File: src/rtl/router_pkg.sv
// Shared types for the 1x3 byte packet router: header layout, FSM states,
// and the per-state busy decode used to hold the source.
package router_pkg;

  localparam logic [1:0] ADDR_INVALID = 2'b11;

  typedef struct packed {
    logic [5:0] len;
    logic [1:0] addr;
  } hdr_t;

  typedef enum logic [3:0] {
    DECODE_ADDRESS,
    WAIT_TILL_EMPTY,
    LOAD_FIRST_DATA,
    LOAD_DATA,
    FIFO_FULL_STATE,
    LOAD_AFTER_FULL,
    LOAD_PARITY,
    CHECK_PARITY_ERROR,
    DISCARD
  } state_e;

  function automatic logic busy_of(input state_e s);
    case (s)
      WAIT_TILL_EMPTY, LOAD_FIRST_DATA, FIFO_FULL_STATE,
      LOAD_AFTER_FULL, LOAD_PARITY, CHECK_PARITY_ERROR: busy_of = 1'b1;
      default:                                          busy_of = 1'b0;
    endcase
  endfunction

endpackage

File: src/rtl/router_fifo.sv
// Circular FIFO with idle soft reset; rdata registered one cycle after a read edge.
// Writes are dropped when full unless a read frees the slot in the same cycle.
module router_fifo #(
  parameter int DEPTH   = 16,
  parameter int WIDTH   = 8,
  parameter int TIMEOUT = 30
) (
  input  logic             clk,
  input  logic             reset,
  input  logic             we,
  input  logic [WIDTH-1:0] wdata,
  input  logic             re,
  output logic [WIDTH-1:0] rdata,
  output logic             full,
  output logic             empty
);

  localparam int AW = $clog2(DEPTH);
  localparam int PW = AW + 1;
  localparam int CW = $clog2(TIMEOUT + 1);

  logic [WIDTH-1:0] mem_q [DEPTH];
  logic [PW-1:0]    wr_ptr_q, wr_ptr_d, rd_ptr_q, rd_ptr_d;
  logic [WIDTH-1:0] rdata_q;
  logic [CW-1:0]    tmr_q, tmr_d;
  logic             do_rd, do_wr, flush;

  assign empty = (wr_ptr_q == rd_ptr_q);
  assign full  = (wr_ptr_q[AW] != rd_ptr_q[AW]) && (wr_ptr_q[AW-1:0] == rd_ptr_q[AW-1:0]);
  assign do_rd = re & ~empty;
  assign do_wr = we & (~full | do_rd);
  // Flush also swallows a write landing on the same edge.
  assign flush = ~empty & ~re & (tmr_q == CW'(TIMEOUT - 1));
  assign rdata = rdata_q;

  always_comb begin
    wr_ptr_d = wr_ptr_q + PW'(do_wr);
    rd_ptr_d = flush ? wr_ptr_d : rd_ptr_q + PW'(do_rd);
    tmr_d    = (empty | re | flush) ? '0 : tmr_q + CW'(1);
  end

  always_ff @(posedge clk) begin
    if (do_wr) mem_q[wr_ptr_q[AW-1:0]] <= wdata;
  end

  always_ff @(posedge clk or posedge reset) begin
    if (reset) begin
      wr_ptr_q <= '0;
      rd_ptr_q <= '0;
      rdata_q  <= '0;
      tmr_q    <= '0;
    end else begin
      wr_ptr_q <= wr_ptr_d;
      rd_ptr_q <= rd_ptr_d;
      tmr_q    <= tmr_d;
      if (do_rd) rdata_q <= mem_q[rd_ptr_q[AW-1:0]];
    end
  end

endmodule

File: src/rtl/modport_router.sv
// 1x3 byte router: header address steers each packet into one of three FIFOs, parity checked.
// Bytes reach the FIFO one cycle after acceptance; busy holds the source in wait/full/parity states.
module modport_router
  import router_pkg::*;
#(
  parameter int DEPTH   = 16,
  parameter int WIDTH   = 8,
  parameter int TIMEOUT = 30
) (
  input  logic             clk,
  input  logic             reset,
  input  logic             pkt_valid,
  input  logic [WIDTH-1:0] data_in,
  input  logic             read_enb_0,
  input  logic             read_enb_1,
  input  logic             read_enb_2,
  output logic [WIDTH-1:0] data_out_0,
  output logic [WIDTH-1:0] data_out_1,
  output logic [WIDTH-1:0] data_out_2,
  output logic             valid_out_0,
  output logic             valid_out_1,
  output logic             valid_out_2,
  output logic             busy,
  output logic             error
);

  state_e           state_q, state_d;
  hdr_t             hdr_q, hdr_in;
  logic [WIDTH-1:0] parity_q, hold_q, pbyte_q, wr_dat;
  logic             busy_q, error_q, wr_en, sel_full, sel_empty;
  logic [3:0]       full_v, empty_v;
  logic [2:0]       re_v;
  logic [WIDTH-1:0] rdata_v [3];

  assign hdr_in    = hdr_t'(data_in);
  assign re_v      = {read_enb_2, read_enb_1, read_enb_0};
  // Address 3 never has a FIFO; pad the flag vectors so the decode index stays in range.
  assign full_v[3]  = 1'b0;
  assign empty_v[3] = 1'b1;
  assign sel_full  = full_v[hdr_q.addr];
  assign sel_empty = empty_v[hdr_q.addr];

  for (genvar i = 0; i < 3; i++) begin : g_port
    router_fifo #(.DEPTH(DEPTH), .WIDTH(WIDTH), .TIMEOUT(TIMEOUT)) u_fifo (
      .clk   (clk),
      .reset (reset),
      .we    (wr_en & (hdr_q.addr == 2'(i))),
      .wdata (wr_dat),
      .re    (re_v[i]),
      .rdata (rdata_v[i]),
      .full  (full_v[i]),
      .empty (empty_v[i])
    );
  end

  assign data_out_0  = rdata_v[0];
  assign data_out_1  = rdata_v[1];
  assign data_out_2  = rdata_v[2];
  assign valid_out_0 = ~empty_v[0];
  assign valid_out_1 = ~empty_v[1];
  assign valid_out_2 = ~empty_v[2];
  assign busy        = busy_q;
  assign error       = error_q;

  always_comb begin
    wr_en  = 1'b0;
    wr_dat = data_in;
    case (state_q)
      LOAD_FIRST_DATA: begin wr_en = 1'b1; wr_dat = hdr_q; end
      LOAD_DATA:       wr_en = pkt_valid & ~sel_full;
      LOAD_AFTER_FULL: begin wr_en = 1'b1; wr_dat = hold_q; end
      LOAD_PARITY:     begin wr_en = ~sel_full; wr_dat = pbyte_q; end
      default:         ;
    endcase
  end

  always_comb begin
    state_d = state_q;
    case (state_q)
      DECODE_ADDRESS:
        if (pkt_valid) begin
          if (hdr_in.addr == ADDR_INVALID) state_d = DISCARD;
          else if (empty_v[hdr_in.addr])   state_d = LOAD_FIRST_DATA;
          else                             state_d = WAIT_TILL_EMPTY;
        end
      WAIT_TILL_EMPTY:    if (sel_empty) state_d = LOAD_FIRST_DATA;
      LOAD_FIRST_DATA:    state_d = LOAD_DATA;
      LOAD_DATA:
        if (pkt_valid && sel_full) state_d = FIFO_FULL_STATE;
        else if (!pkt_valid)       state_d = LOAD_PARITY;
      FIFO_FULL_STATE:    if (!sel_full) state_d = LOAD_AFTER_FULL;
      LOAD_AFTER_FULL:    state_d = pkt_valid ? LOAD_DATA : LOAD_PARITY;
      // The parity byte waits here rather than being dropped if the FIFO is full.
      LOAD_PARITY:        if (!sel_full) state_d = CHECK_PARITY_ERROR;
      CHECK_PARITY_ERROR: state_d = DECODE_ADDRESS;
      DISCARD:            if (!pkt_valid) state_d = DECODE_ADDRESS;
      default:            state_d = DECODE_ADDRESS;
    endcase
  end

  always_ff @(posedge clk or posedge reset) begin
    if (reset) begin
      state_q  <= DECODE_ADDRESS;
      hdr_q    <= '0;
      parity_q <= '0;
      hold_q   <= '0;
      pbyte_q  <= '0;
      busy_q   <= 1'b0;
      error_q  <= 1'b0;
    end else begin
      state_q <= state_d;
      busy_q  <= busy_of(state_d);
      case (state_q)
        DECODE_ADDRESS:  if (pkt_valid) hdr_q <= hdr_in;
        LOAD_FIRST_DATA: parity_q <= hdr_q;
        LOAD_DATA:
          if (pkt_valid) begin
            parity_q <= parity_q ^ data_in;
            if (sel_full) hold_q <= data_in;
          end else begin
            pbyte_q <= data_in;
          end
        // The source is held while here, so a low pkt_valid means data_in is the parity byte.
        LOAD_AFTER_FULL:    if (!pkt_valid) pbyte_q <= data_in;
        CHECK_PARITY_ERROR: error_q <= (pbyte_q != parity_q);
        default:            ;
      endcase
    end
  end

endmodule

File: config.mk
export PLATFORM = sky130hd
export DESIGN_NAME = modport_router
export DESIGN_NICKNAME = d
export VERILOG_FILES = /design/src/rtl/router_pkg.sv /design/src/rtl/router_fifo.sv /design/src/rtl/modport_router.sv
export SDC_FILE = /design/constraint.sdc
export NUM_CORES = 1
export LEC_CHECK = 0
export CORE_ASPECT_RATIO = 0.5
export CORE_MARGIN = 2
export CORE_UTILIZATION = 50
export DETAILED_ROUTE_END_ITERATION = 6
export PLACE_DENSITY = 0.71
export SYNTH_ARGS = -nofsm -noshare
export SYNTH_HDL_FRONTEND = slang
export SYNTH_SLANG_ARGS = --single-unit
File: constraint.sdc
create_clock -name clk -period 7.1 [get_ports clk]
set_input_delay 1.775 -clock clk [delete_from_list [all_inputs] [get_ports clk]]
set_output_delay 1.775 -clock clk [all_outputs]
set_load 0.005 [all_outputs]
==> impl_metrics.tcl <==
set metrics [dict create \
    synth_enable_flop_cells 384 \
    grt_max_degree 61 \
    cts_sinks 491 \
    power.leakage_nw 7.58 \
    finalCriticalPeriod_ns 4.65 \
    ff2ff_path_depth 8 \
    vias 10300 \
    worstPathArrival_ns 2.87 \
    ys_seq_elements 491 \
    synth_cells 1082 \
    drc 0 \
    yosys.cell_count.top_type "edfxtp_1" \
    syn-num-nets 1114 \
    clk_latency_ns 0.56 \
    io_buffers 42 \
    grt_usage_pct 20.3 \
    synthTopCellsByCount "edfxtp_1 (384), mux4_2 (120), dfrtp_1 (107), nor2_1 (53), mux2_2 (38)" \
    fillers 2880 \
    synth_ff_type "edfxtp_1" \
    reg2reg_to "g_port[0].u_fifo.mem_q[0][7]" \
    cts_tree "built" \
    viasPerCell 6.01 \
    synth_top_family_by_area "multiplexers" \
    syn_area_per_cell_sq_um 18.6 \
    drt-initial-drc-count 1024 \
    placed_area_sq_um 21200 \
    drt-total-wl_microns 41600 \
    maxSlewHeadroom_pct 20.9 \
    ys_seq_area_share_pct 70.6 \
    worst_pin_slew_ns 1.18 \
    cts_resized 0 \
    overflow 0 \
    path_class "reg2out" \
    die_area_sq_um 42000 \
    numCtsBuffers 43 \
    core-area_sq_um 39300 \
    holdBufCountCts 0 \
    yosysTopAreaCellShare_pct 57.3 \
    synth.distinct_cells 56 \
    startpoint_type "register" \
    status "finished, final reports clean" \
    place.gp.congestion 0.782 \
    postCtsSetupRepairBufs 0 \
    finalCritPeriodShare_pct 65.4 \
    grt_pass1_vias 10500 \
    synth_xor_area_share_pct 2.34 \
    initial_core_util_pct 51.2 \
    worstHoldPathCells 1 \
    rrSetupSlack_ns 3.35 \
    place_hpwl_microns 25800 \
    io_pins 43 \
    r2r-start "g_port[0].u_fifo.rd_ptr_q[0]" \
    synthAdderAreaFrac_pct 1.12 \
    synth_area_leaders "edfxtp_1 (57%), mux4_2 (13%), dfrtp_1 (13%)" \
    antenna_found_initial 0 \
    areaGrowthSynthToFinish_pct 12.1 \
    peakVddDrop_mv 0.194 \
    final-setup-viol-count 0 \
    ant_nets 0 \
    async_flop_share_pct 21.8 \
    worst-path-max-fanout 34 \
    synth_simple_gate_area_share_pct 5.10 \
    maxCapViolCount 0 \
    fin_area_sq_um 22600 \
    die_y_microns 146 \
    synth_top_area_cell "edfxtp_1" \
    fin_skew_ns 0.0285 \
    hold_viol 0 \
    min_to "g_port[1].u_fifo.tmr_q[0]" \
    dr.pass1.iters 5 \
    cts_max_level 2 \
    synthMuxAreaShare_pct 16.5 \
    hp-class "reg2reg" \
    finalNetCount 1174 \
    clkTransAtPathRegs_ns 0.06 \
    netlist_area_sq_um 20100 \
    cp-end-kind "output pin" \
    drive_gt1_share_pct 23.4 \
    synth_compound_area_share_pct 2.71 \
    die_x_microns 288 \
    fmax_ghz 0.215 \
    ys_warn_count 0 \
    setup_tns_ns 0 \
    post_drt_wl_per_cell_microns 24.3 \
    cts_max_path_buffers 3 \
    cts_root_buf "clkbuf_16" \
    grt_pass1_wl_microns 64500 \
    placementRows 51 \
    critical_path_required_ns 5.33 \
    report.final.slew_viol_count 0 \
    power.density_nw_per_um2 430 \
    hp-start "g_port[1].u_fifo.tmr_q[0]" \
    rsz0062_at_grt "no" \
]
## cell families (layout without fill, tap and decap cells)
kind of cell               after synthesis  in the layout
adders and majority gates               18             18
muxes                                  175            175
buffers and inverters                   70            165
DFF                                    491            491
and+or+nand+nor                        195            195
other                                    0              1
xor gates and xnor gates                53             53
AOI/OAI and AO/OA                       80             80
## worst max-delay path: stages (launching register included)
cell	delay [ns]
dfrtp_2	0.34
buf_4	0.52
xor2_1	0.20
nor4_4	0.43
nand2_1	0.28
clkdlybuf4s50_1	0.54
## cells in the final DEF, fill, tap and decap left out, types with 29 or more instances in the layout
master	synthesis	layout
buf_4	1	29
clkbuf_16	0	44
clkdlybuf4s50_1	0	42
dfrtp_1	107	104
edfxtp_1	384	384
mux2_2	38	38
mux4_2	120	120
nand2_1	29	29
nor2_1	53	53
xor2_1	37	37
## state kept, by name (all words and copies together) (netlist names), 4 cells and up
| signal | flops |
|---|---|
| g_port.u_fifo.mem_q | 384 |
| g_port.u_fifo.rd_ptr_q | 15 |
| g_port.u_fifo.rdata | 24 |
| g_port.u_fifo.tmr_q | 15 |
| g_port.u_fifo.wr_ptr_q | 15 |
| hdr_q | 8 |
| hold_q | 8 |
| parity_q | 8 |
| pbyte_q | 8 |
| state_q | 4 |
## metal layers
layer | GRT usage [%] | part of all wire, %
met3 | 3.68 | 6.8
met4 | 4.43 | 1.7
met1 | 31.0 | 45
met2 | 30.9 | 46
met5 | 0 | 0
## power by group
group / switching, mW / leakage (nW) / internal (mW)
registers: 0.433 / 4.79 / 3.87
clock network: 1.01 / 0.664 / 1.23
logic: 1.76 / 2.12 / 1.40
## layout make-up
class                      instances  area [sq um]  share of cell area [%]
inverter                          14          55.1                   0.244
multi-input combinational        521          5660                    25.1
antenna                            1          2.50                  0.0111
tap                              530           663                    2.94
clock buffer                      54          1160                    5.13
timing repair buffer              71           638                    2.83
sequential                       491         14200                    63.0
clock inverter                    26           180                   0.798
## through the flow
| step | std cells | hold slack [ns] | power (mW) | utilization (%) | setup slack (ns) |
|---|---|---|---|---|---|
| 6_report | 1708 | 0.495 | 9.71 | 57.4 | 2.45 |
| 5_1_grt | 1707 | 0.513 | 10.2 | 57.4 | 2.27 |
| 4_1_cts | 1707 | 0.495 | 9.78 | 57.4 | 2.36 |
| 3_5_place_dp | 1627 | 0.480 | 7.53 | 54.0 | 2.50 |
| 3_3_place_gp | 1627 | 0.470 | 7.41 | 54.0 | 2.54 |
| 2_1_floorplan | 1082 | 0.459 | 6.42 | - | 2.51 |
## worst max-delay path by stage
stage	end	slack (ns)	start	cells after the start
2_1_floorplan	busy	2.51	reset	1
3_3_place_gp	g_port[0].u_fifo.mem_q[3][4]	2.54	pkt_valid	5
3_5_place_dp	g_port[0].u_fifo.mem_q[0][3]	2.50	pkt_valid	5
4_1_cts	valid_out_0	2.36	g_port[0].u_fifo.rd_ptr_q[0]	5
5_1_grt	valid_out_0	2.27	g_port[0].u_fifo.rd_ptr_q[0]	5
6_report	valid_out_0	2.45	g_port[0].u_fifo.rd_ptr_q[0]	5
Power figures use the tool's default switching activity.
